**src/rtl/cmplx_mul_seq.sv**
```systemverilog
// Signed complex multiplier sequencer: time-shares one external unsigned 16x16
// multiplier over four cycles and accumulates re = ar*br - ai*bi, im = ar*bi + ai*br.
//
// state | meaning
// IDLE  | ready for operands, magnitudes/signs captured on in_valid
// MUL0  | |ar|*|br| -> acc_re
// MUL1  | |ai|*|bi| subtracted from acc_re
// MUL2  | |ar|*|bi| -> acc_im
// MUL3  | |ai|*|br| added to acc_im
// DONE  | result presented, held until out_ready
module cmplx_mul_seq #(
    parameter int W  = 16,
    parameter int OW = 2*W + 1
) (
    input  logic                 clk,
    input  logic                 rst,
    input  logic                 in_valid,
    output logic                 in_ready,
    input  logic signed [W-1:0]  ar,
    input  logic signed [W-1:0]  ai,
    input  logic signed [W-1:0]  br,
    input  logic signed [W-1:0]  bi,
    output logic [W-1:0]         mul_a,
    output logic [W-1:0]         mul_b,
    input  logic [2*W-1:0]       mul_p,
    output logic                 mul_en,
    output logic                 out_valid,
    input  logic                 out_ready,
    output logic signed [OW-1:0] re,
    output logic signed [OW-1:0] im,
    output logic                 busy
);

    typedef enum logic [2:0] {IDLE, MUL0, MUL1, MUL2, MUL3, DONE} state_t;

    state_t state, state_nxt;

    logic [W-1:0]         mag_ar, mag_ai, mag_br, mag_bi;
    logic                 sgn_ar, sgn_ai, sgn_br, sgn_bi;
    logic signed [OW-1:0] acc_re, acc_im;
    logic                 neg;
    logic signed [OW-1:0] prod;
    logic signed [OW-1:0] term;

    // |-32768| fits as 16'h8000 because the magnitude is treated as unsigned
    function automatic logic [W-1:0] mag(input logic [W-1:0] x);
        return x[W-1] ? (~x + W'(1)) : x;
    endfunction

    always_ff @(posedge clk) begin
        if (rst) state <= IDLE;
        else     state <= state_nxt;
    end

    always_comb begin
        state_nxt = state;
        mul_a     = '0;
        mul_b     = '0;
        mul_en    = 1'b0;
        neg       = 1'b0;
        case (state)
            IDLE: if (in_valid) state_nxt = MUL0;
            MUL0: begin
                mul_a = mag_ar; mul_b = mag_br; neg = sgn_ar ^ sgn_br;
                mul_en = 1'b1; state_nxt = MUL1;
            end
            MUL1: begin
                mul_a = mag_ai; mul_b = mag_bi; neg = sgn_ai ^ sgn_bi;
                mul_en = 1'b1; state_nxt = MUL2;
            end
            MUL2: begin
                mul_a = mag_ar; mul_b = mag_bi; neg = sgn_ar ^ sgn_bi;
                mul_en = 1'b1; state_nxt = MUL3;
            end
            MUL3: begin
                mul_a = mag_ai; mul_b = mag_br; neg = sgn_ai ^ sgn_br;
                mul_en = 1'b1; state_nxt = DONE;
            end
            DONE: if (out_ready) state_nxt = IDLE;
            default: state_nxt = IDLE;
        endcase
    end

    // negating a zero product yields zero, so no sign artifact reaches the sum
    assign prod = {1'b0, mul_p};
    assign term = neg ? -prod : prod;

    always_ff @(posedge clk) begin
        if (rst) begin
            mag_ar <= '0; mag_ai <= '0; mag_br <= '0; mag_bi <= '0;
            sgn_ar <= 1'b0; sgn_ai <= 1'b0; sgn_br <= 1'b0; sgn_bi <= 1'b0;
            acc_re <= '0;
            acc_im <= '0;
        end else begin
            case (state)
                IDLE: if (in_valid) begin
                    mag_ar <= mag(ar); mag_ai <= mag(ai);
                    mag_br <= mag(br); mag_bi <= mag(bi);
                    sgn_ar <= ar[W-1]; sgn_ai <= ai[W-1];
                    sgn_br <= br[W-1]; sgn_bi <= bi[W-1];
                end
                MUL0: acc_re <= term;
                MUL1: acc_re <= acc_re - term;
                MUL2: acc_im <= term;
                MUL3: acc_im <= acc_im + term;
                default: ;
            endcase
        end
    end

    assign in_ready  = (state == IDLE);
    assign busy      = (state != IDLE);
    assign out_valid = (state == DONE);
    assign re        = acc_re;
    assign im        = acc_im;

endmodule

```
**config.mk**
```make
export PLATFORM = sky130hd
export DESIGN_NAME = cmplx_mul_seq
export DESIGN_NICKNAME = d
export VERILOG_FILES = /design/src/rtl/cmplx_mul_seq.sv
export SDC_FILE = /design/constraint.sdc
export NUM_CORES = 1
export LEC_CHECK = 0
export ABC_AREA = 0
export BUFFER_PORTS_ARGS = -buffer_cell sky130_fd_sc_hd__buf_2
export CAP_MARGIN = 25
export CORE_UTILIZATION = 40
export DETAILED_ROUTE_END_ITERATION = 16
export PLACE_DENSITY = 0.61
export SKIP_CTS_REPAIR_TIMING = 1
export SLEW_MARGIN = 20
export SYNTH_ARGS = -nofsm -noshare
export SYNTH_HDL_FRONTEND = slang
export SYNTH_SLANG_ARGS = --single-unit
```
**constraint.sdc**
```tcl
create_clock -name clk -period 4.55 [get_ports clk]
set_input_delay 0.6825 -clock clk [delete_from_list [all_inputs] [get_ports clk]]
set_output_delay 0.6825 -clock clk [all_outputs]
set_load 0.01 [all_outputs]
```
==> results of run 1 <==
## placed cells by master (no fill, tap or decap), types with 7 or more instances in the layout
cell / synthesis / layout
buf_4: 2 / 229
buf_2: 7 / 200
nand2_1: 181 / 180
nor2_1: 168 / 166
dfxtp_1: 137 / 135
a21oi_1: 138 / 133
o21ai_0: 78 / 74
xor2_1: 65 / 64
xnor2_1: 60 / 57
inv_1: 53 / 51
ha_1: 52 / 49
a211oi_1: 47 / 46
a21o_1: 39 / 39
a22o_1: 33 / 33
nor3_1: 35 / 32
nand3_1: 31 / 31
or3_1: 24 / 24
nand4_1: 22 / 22
and3_1: 21 / 21
nand2b_1: 21 / 20
nor2b_1: 19 / 19
o22ai_1: 20 / 19
clkbuf_16: 0 / 18
a2111oi_0: 19 / 17
o31ai_1: 16 / 15
a31oi_1: 16 / 15
nor4_1: 14 / 14
o21a_1: 13 / 13
and2_1: 14 / 13
or2_2: 10 / 10
o21ai_1: 7 / 10
or4_1: 10 / 9
mux2i_1: 9 / 9
a22oi_1: 8 / 8
a211oi_2: 6 / 7
## worst max-delay path by stage
| stage | startpoint | end | slack [ns] | depth (start not counted) |
|---|---|---|---|---|
| 2_1_floorplan | mul_p[8] | im[28] | 0.02 | 20 |
| 3_3_place_gp | mul_p[0] | im[32] | -0.38 | 19 |
| 3_5_place_dp | mul_p[0] | re[32] | -0.50 | 23 |
| 4_1_cts | state[2] | im[28] | -0.09 | 18 |
| 5_1_grt | state[1] | re[32] | -0.14 | 21 |
| 6_report | state[1] | im[29] | 0.16 | 20 |
## per-stage QoR
step           power (W)  util, %
2_1_floorplan   0.003585        -
4_1_cts         0.006275    52.56
5_1_grt         0.006759    53.56
3_3_place_gp    0.004772    50.61
3_5_place_dp    0.004813    50.61
6_report        0.006346    53.57
## layer usage
metal,track usage [%],vias to the layer above,wire length (um)
li1,-,6743,-
met5,0,-,0
met3,6.084,59,3215
met4,8.547,0,918
met1,35.70,6348,19360
met2,42.19,448,18970
## cell type report
type                       count  share of cell area, %
multi-input combinational   1346                  57.37
timing repair buffer         433                  17.48
sequential                   137                  17.12
tap                          390                  3.041
clock buffer                  17                  2.651
inverter                      57                  1.333
clock inverter                15                 0.9825
antenna                        1                0.01560
## sequential cells by signal, indices dropped and copies added (netlist names)
name	flops
im	33
sgn_bi	1
mag_ar	16
sgn_ai	1
mag_br	16
sgn_br	1
re	33
state	3
mag_bi	16
sgn_ar	1
mag_ai	16
## worst register-to-register path, cell delays in order, from the launching register on
cell and delay [ns]:
dfxtp_2 0.37, mux2i_2 0.20, buf_4 0.16, mux2i_4 0.27, buf_4 0.16, o32ai_4 0.08
xnor2_2 0.18, inv_2 0.06, ha_1 0.29, and3_1 0.16, and3_1 0.22, o31ai_4 0.25
nand4b_1 0.12, a31o_1 0.25, a211o_4 0.38, buf_4 0.15, a311oi_2 0.23, o21a_2 0.22
o31ai_1 0.10, mux2_1 0.33, a21oi_1 0.14
## where the power goes
part	leakage, nW	internal, W	switching (W)
sequential	1.12	0.00137	0.000176
clock	0.290	0.000775	0.000661
combinational	5.79	0.00152	0.00184
total	7.20	0.00367	0.00268
## cell families after synthesis
kind of cell,after synthesis,share of synthesized area (%)
AOI/OAI and AO/OA,531,30.99
DFF,137,22.29
adders and majority gates,62,6.153
buffers and inverters,147,4.861
xor gates and xnor gates,134,10.52
muxes,15,1.424
and+or+nand+nor,604,23.77
==> qor.txt, run 1 <==
max-cap check violation count: 0
hold path cells: 2
Max FO, Critical Path: 5
CP Buf/Inv Count: 4
Die W: 177.4 um
clk sink count: 137
Startpoint Class: register
setup TNS: 0 ns
Reg area: 2748 um2
most used cell, CP: buf_4
CTS max path bufs: 2
grt ovf: 0
top-area cell type share of the netlist area: 22.29%
CP top delay family: compound AO/OA/AOI/OAI gates
total CTS buffers: 17
Setup crit end kind: register
Final Max Tran Viols: 0
Finished Cell Area: 16050 um2
drt first pass iters: 5
ys flop type: dfxtp_1
area growth from synthesis to layout: 30.42%
Core Area: 29950 um2
Leakage Power: 7.203 nW
Hold Slack: 0.4492 ns
Hold Path End: mag_br[15]
Finished Layout Cells: 2396
Final Hold Fails: 0
Fillers: 2937
DR WL/cell: 17.72 um
run status: complete, no violations
worst hold path type: reg2reg
Max-slew headroom: 38.87%
crit-path cells: mux2i_2 -> buf_4 -> mux2i_4 -> buf_4 -> o32ai_4 -> xnor2_2 -> inv_2 -> ha_1 -> and3_1 -> and3_1 -> o31ai_4 -> nand4b_1 -> a31o_1 -> a211o_4 -> buf_4 -> a311oi_2 -> o21a_2 -> o31ai_1 -> mux2_1 -> a21oi_1
Max stage delay cell, worst path: a211o_4
clock-pin slew on the worst setup and hold paths: 0.07 ns
Initial Util: 41.07%
fraction of layout cells with a size suffix above 1: 28.33%
DP Worst Slack: -0.4993 ns
CTS tree: done
R2R depth: 20
first-pass GRT wire length: 65890 um
Total Routing Usage GR: 26.69%
Residual DRC: 0
pin count of the biggest net entering global routing: 101
synthesized area per cell: 7.548 um2
routed via count: 13598
# rows: 63
flops & latches, synth: 137
CTS root buffer: clkbuf_16
Tmin final: 4.393 ns
Max Fclk: 227.6 MHz
Netlist cell types: 106
WP data required: 4.93 ns
Post-synth EDFFs: 0
H-tree depth: 4
CP peak stage delay: 0.38 ns
most common cell in the synthesized netlist: nand2_1
worst r2r src: state[1]
Final nets: 2144
die area: 31460 um2
CP arrival: 4.77 ns
Worst Hold Launch: mag_br[15]
Pwr Density: 395.5 nW/um2
initial antenna violation count: 2
kind of critical path: reg2reg
RSZ-0062 raised after global routing: true
gp weighted congestion: 0.9460
DR iter-0 viols: 900
die height: 177.4 um
vias in the first global route: 12502
Peak VDD IR: 0.0002738 V
DP Cell Count: 2351
IO Pins: 202
final worst-path cycle share: 96.55%
Synth area leader: dfxtp_1
FF-to-FF setup slack: 0.16 ns
Final setup viols: 0
Port Buffers: 201
Seq/Total Area, Yosys: 22.29%
leading post-synthesis cells by cell area: dfxtp_1 (22%), a21oi_1 (5.6%), nand2_1 (5.5%)
placed cell areas: 15160 um2
Post-synth top cells: nand2_1 (181), nor2_1 (168), a21oi_1 (138), dfxtp_1 (137), o21ai_0 (78)
Final Skew: 0.01057 ns
Routed Antenna Nets: 0
final worst setup slack: 0.1571 ns
post-synthesis cell area: 12300 um2
Worst Tran Pin Value: 0.9170 ns
Synthesized Nets: 1782
vias per cell: 5.675
clk_lat worst skew: 0.44 ns
Reg2Reg Capture Point: im[29]
Post-synth ARST share: 0%
Post-Synthesis Cells: 1630
area of the multi-input gates: 9205 um2
final WL: 42470 um
post-DP HPWL: 32500 um
YS warnings: 0
No activity file was read; power rests on OpenSTA's default activity.
==> run 2, diff against run 1 <==
--- a/config.mk
+++ b/config.mk
@@ -6,11 +6,11 @@
 export NUM_CORES = 1
 export LEC_CHECK = 0
 export ABC_AREA = 0
-export BUFFER_PORTS_ARGS = -buffer_cell sky130_fd_sc_hd__buf_2
 export CAP_MARGIN = 25
 export CORE_UTILIZATION = 40
 export DETAILED_ROUTE_END_ITERATION = 16
-export PLACE_DENSITY = 0.61
+export DONT_BUFFER_PORTS = 1
+export PLACE_DENSITY = 0.55
 export SKIP_CTS_REPAIR_TIMING = 1
 export SLEW_MARGIN = 20
 export SYNTH_ARGS = -nofsm -noshare
==> qor.txt, run 2 (synthesized netlist as in run 1, its figures left out) <==
Finished Cell Area: 14610 um2 (-8.9%)
Leakage Power: 5.954 nW (-17%)
FF-to-FF setup slack: 0.16 ns (about the same)
hold path cells: 1 (-1)
total CTS buffers: 17 (unchanged)
Pwr Density: 418.4 nW/um2 (+5.8%)
Reg2Reg Capture Point: re[30]
most frequent cells in the layout: nand2_1 (180), buf_4 (170), nor2_1 (166), dfxtp_1 (135), a21oi_1 (134)
WP data required: 4.87 ns (-0.06 ns)
run status: complete, no violations
DR WL/cell: 19.70 um (+11%)
die height: 177.4 um (unchanged)
worst hold path type: in2reg
clk_lat worst skew: 0.45 ns (about the same)
CP peak stage delay: 0.45 ns (+0.07 ns)
DP Cell Count: 2092 (-11%)
Max stage delay cell, worst path: a2111oi_4
clk sink count: 137 (unchanged)
Port Buffers: 0 (-100%)
Peak VDD IR: 0.0002832 V (+3.4%)
crit-path cells: buf_4 -> nand2b_4 -> o221a_4 -> o311ai_4 -> nand2_2 -> xnor2_1 -> ha_1 -> a31oi_1 -> maj3_2 -> a2111oi_4 -> o31ai_4 -> o32ai_4 -> a2111oi_4 -> nor3_2 -> o31ai_2 -> mux2i_1 -> o22ai_1
Max Fclk: 227.9 MHz (about the same)
Final Max Tran Viols: 0 (unchanged)
CTS max path bufs: 2 (unchanged)
Startpoint Class: register
Core Area: 29950 um2 (unchanged)
Hold Path End: re[25]
RSZ-0062 raised after global routing: true
CP Buf/Inv Count: 1 (-3)
CTS root buffer: clkbuf_16
gr busiest metal: met2
Tmin final: 4.389 ns (-0.004211 ns)
worst r2r src: state[1]
final WL: 42080 um (-0.92%)
Routed Antenna Nets: 0 (unchanged)
Final setup viols: 0 (unchanged)
post-DP HPWL: 31740 um (-2.4%)
Max-slew headroom: 34.58% (-4.3 points)
vias per cell: 5.864 (+3.3%)
kind of critical path: reg2reg
Critical Path Source: state[1]
Final Skew: 0.01561 ns (+0.005042 ns)
clock-pin slew on the worst setup and hold paths: 0.07 ns (about the same)
# rows: 63 (unchanged)
die area: 31460 um2 (unchanged)
Final nets: 1885 (-12%)
Final Hold Fails: 0 (unchanged)
vias in the first global route: 11750 (-6.0%)
Setup crit end kind: register
Initial Util: 41.07% (unchanged)
Worst Hold Launch: rst
most used cell, CP: a2111oi_4
Ant. Diodes: 0 (-1)
Total Routing Usage GR: 26.63% (-0.060 points)
Die W: 177.4 um (unchanged)
placed cell areas: 13720 um2 (-9.5%)
CTS tree: done
GR Util met1: 34.54% (-1.2 points)
first-pass GRT wire length: 65190 um (-1.1%)
R2R depth: 17 (-15%)
met2 GRT Util: 42.37% (+0.18 points)
setup TNS: 0 ns (unchanged)
H-tree depth: 4 (unchanged)
IO Pins: 202 (unchanged)
pin count of the biggest net entering global routing: 132 (+31%)
initial antenna violation count: 0 (-2)
Worst Tran Pin Value: 0.9813 ns (+0.06435 ns)
routed via count: 12525 (-7.9%)
GR Layer Usage met3: 7.262% (+1.2 points)
fraction of layout cells with a size suffix above 1: 17.58% (-11 points)
max-cap check violation count: 0 (unchanged)
CP arrival: 4.71 ns (-0.06 ns)
final worst-path cycle share: 96.45% (about the same)
DR iter-0 viols: 696 (-23%)
CP top delay family: compound AO/OA/AOI/OAI gates
commonest non-fill, non-tap cell in the layout: nand2_1
area growth from synthesis to layout: 18.76%
Max FO, Critical Path: 7 (+2)
Residual DRC: 0 (unchanged)
Finished Layout Cells: 2136 (-11%)
gp weighted congestion: 0.9314 (-1.5%)
grt ovf: 0 (unchanged)
drt first pass iters: 6 (+1)
==> run 2: routing by layer <==
layer / up-vias / part of all wire (%)
li1: 6218 / -
met1: 5881 / 45
met2: 366 / 45
met3: 60 / 7.4
met4: 0 / 2.4
met5: - / 0
==> run 2: per-stage QoR <==
| step | hold WS, ns | power (W) | setup WS (ns) | util (%) |
|---|---|---|---|---|
| 2_1_floorplan | 0.4316 | 0.003585 | 0.02070 | - |
| 3_3_place_gp | 0.4346 | 0.004466 | -0.07836 | 45.70 |
| 3_5_place_dp | 0.4423 | 0.004495 | -0.2113 | 45.79 |
| 4_1_cts | 0.2824 | 0.006061 | -0.09357 | 47.87 |
| 5_1_grt | 0.2881 | 0.006511 | -0.05963 | 48.78 |
| 6_report | 0.3117 | 0.006113 | 0.1613 | 48.78 |
==> run 2: worst register-to-register path, stage by stage (launching register included) <==
cell	delay, ns
dfxtp_4	0.36
buf_4	0.16
nand2b_4	0.15
o221a_4	0.27
o311ai_4	0.35
nand2_2	0.16
xnor2_1	0.16
ha_1	0.20
a31oi_1	0.29
maj3_2	0.33
a2111oi_4	0.10
o31ai_4	0.33
o32ai_4	0.16
a2111oi_4	0.45
nor3_2	0.12
o31ai_2	0.28
mux2i_1	0.27
o22ai_1	0.11
==> run 2: final cells by class <==
cell class,instances,area (um2)
Multi-Input combinational cell,1346,9201
Timing Repair Buffer,174,1334
Clock buffer,18,439.2
Inverter,57,214.0
Clock inverter,14,185.2
Tap cell,390,488.0
Sequential cell,137,2750
Fill cell,2990,15340
==> run 2: how the worst max path moves through the flow <==
stage          endpoint  depth (start not counted)
2_1_floorplan    im[28]                         20
3_3_place_gp     re[30]                         17
4_1_cts          im[32]                         19
5_1_grt          im[10]                         19
6_report         re[30]                         17
3_5_place_dp     im[32]                         19
==> run 2: power by group <==
| part | total, W | switching (W) | internal (W) |
|---|---|---|---|
| sequential | 0.00161 | 0.000242 | 0.00137 |
| combinational | 0.00297 | 0.00165 | 0.00132 |
| clock | 0.00153 | 0.000645 | 0.000890 |
| total | 0.00611 | 0.00253 | 0.00358 |
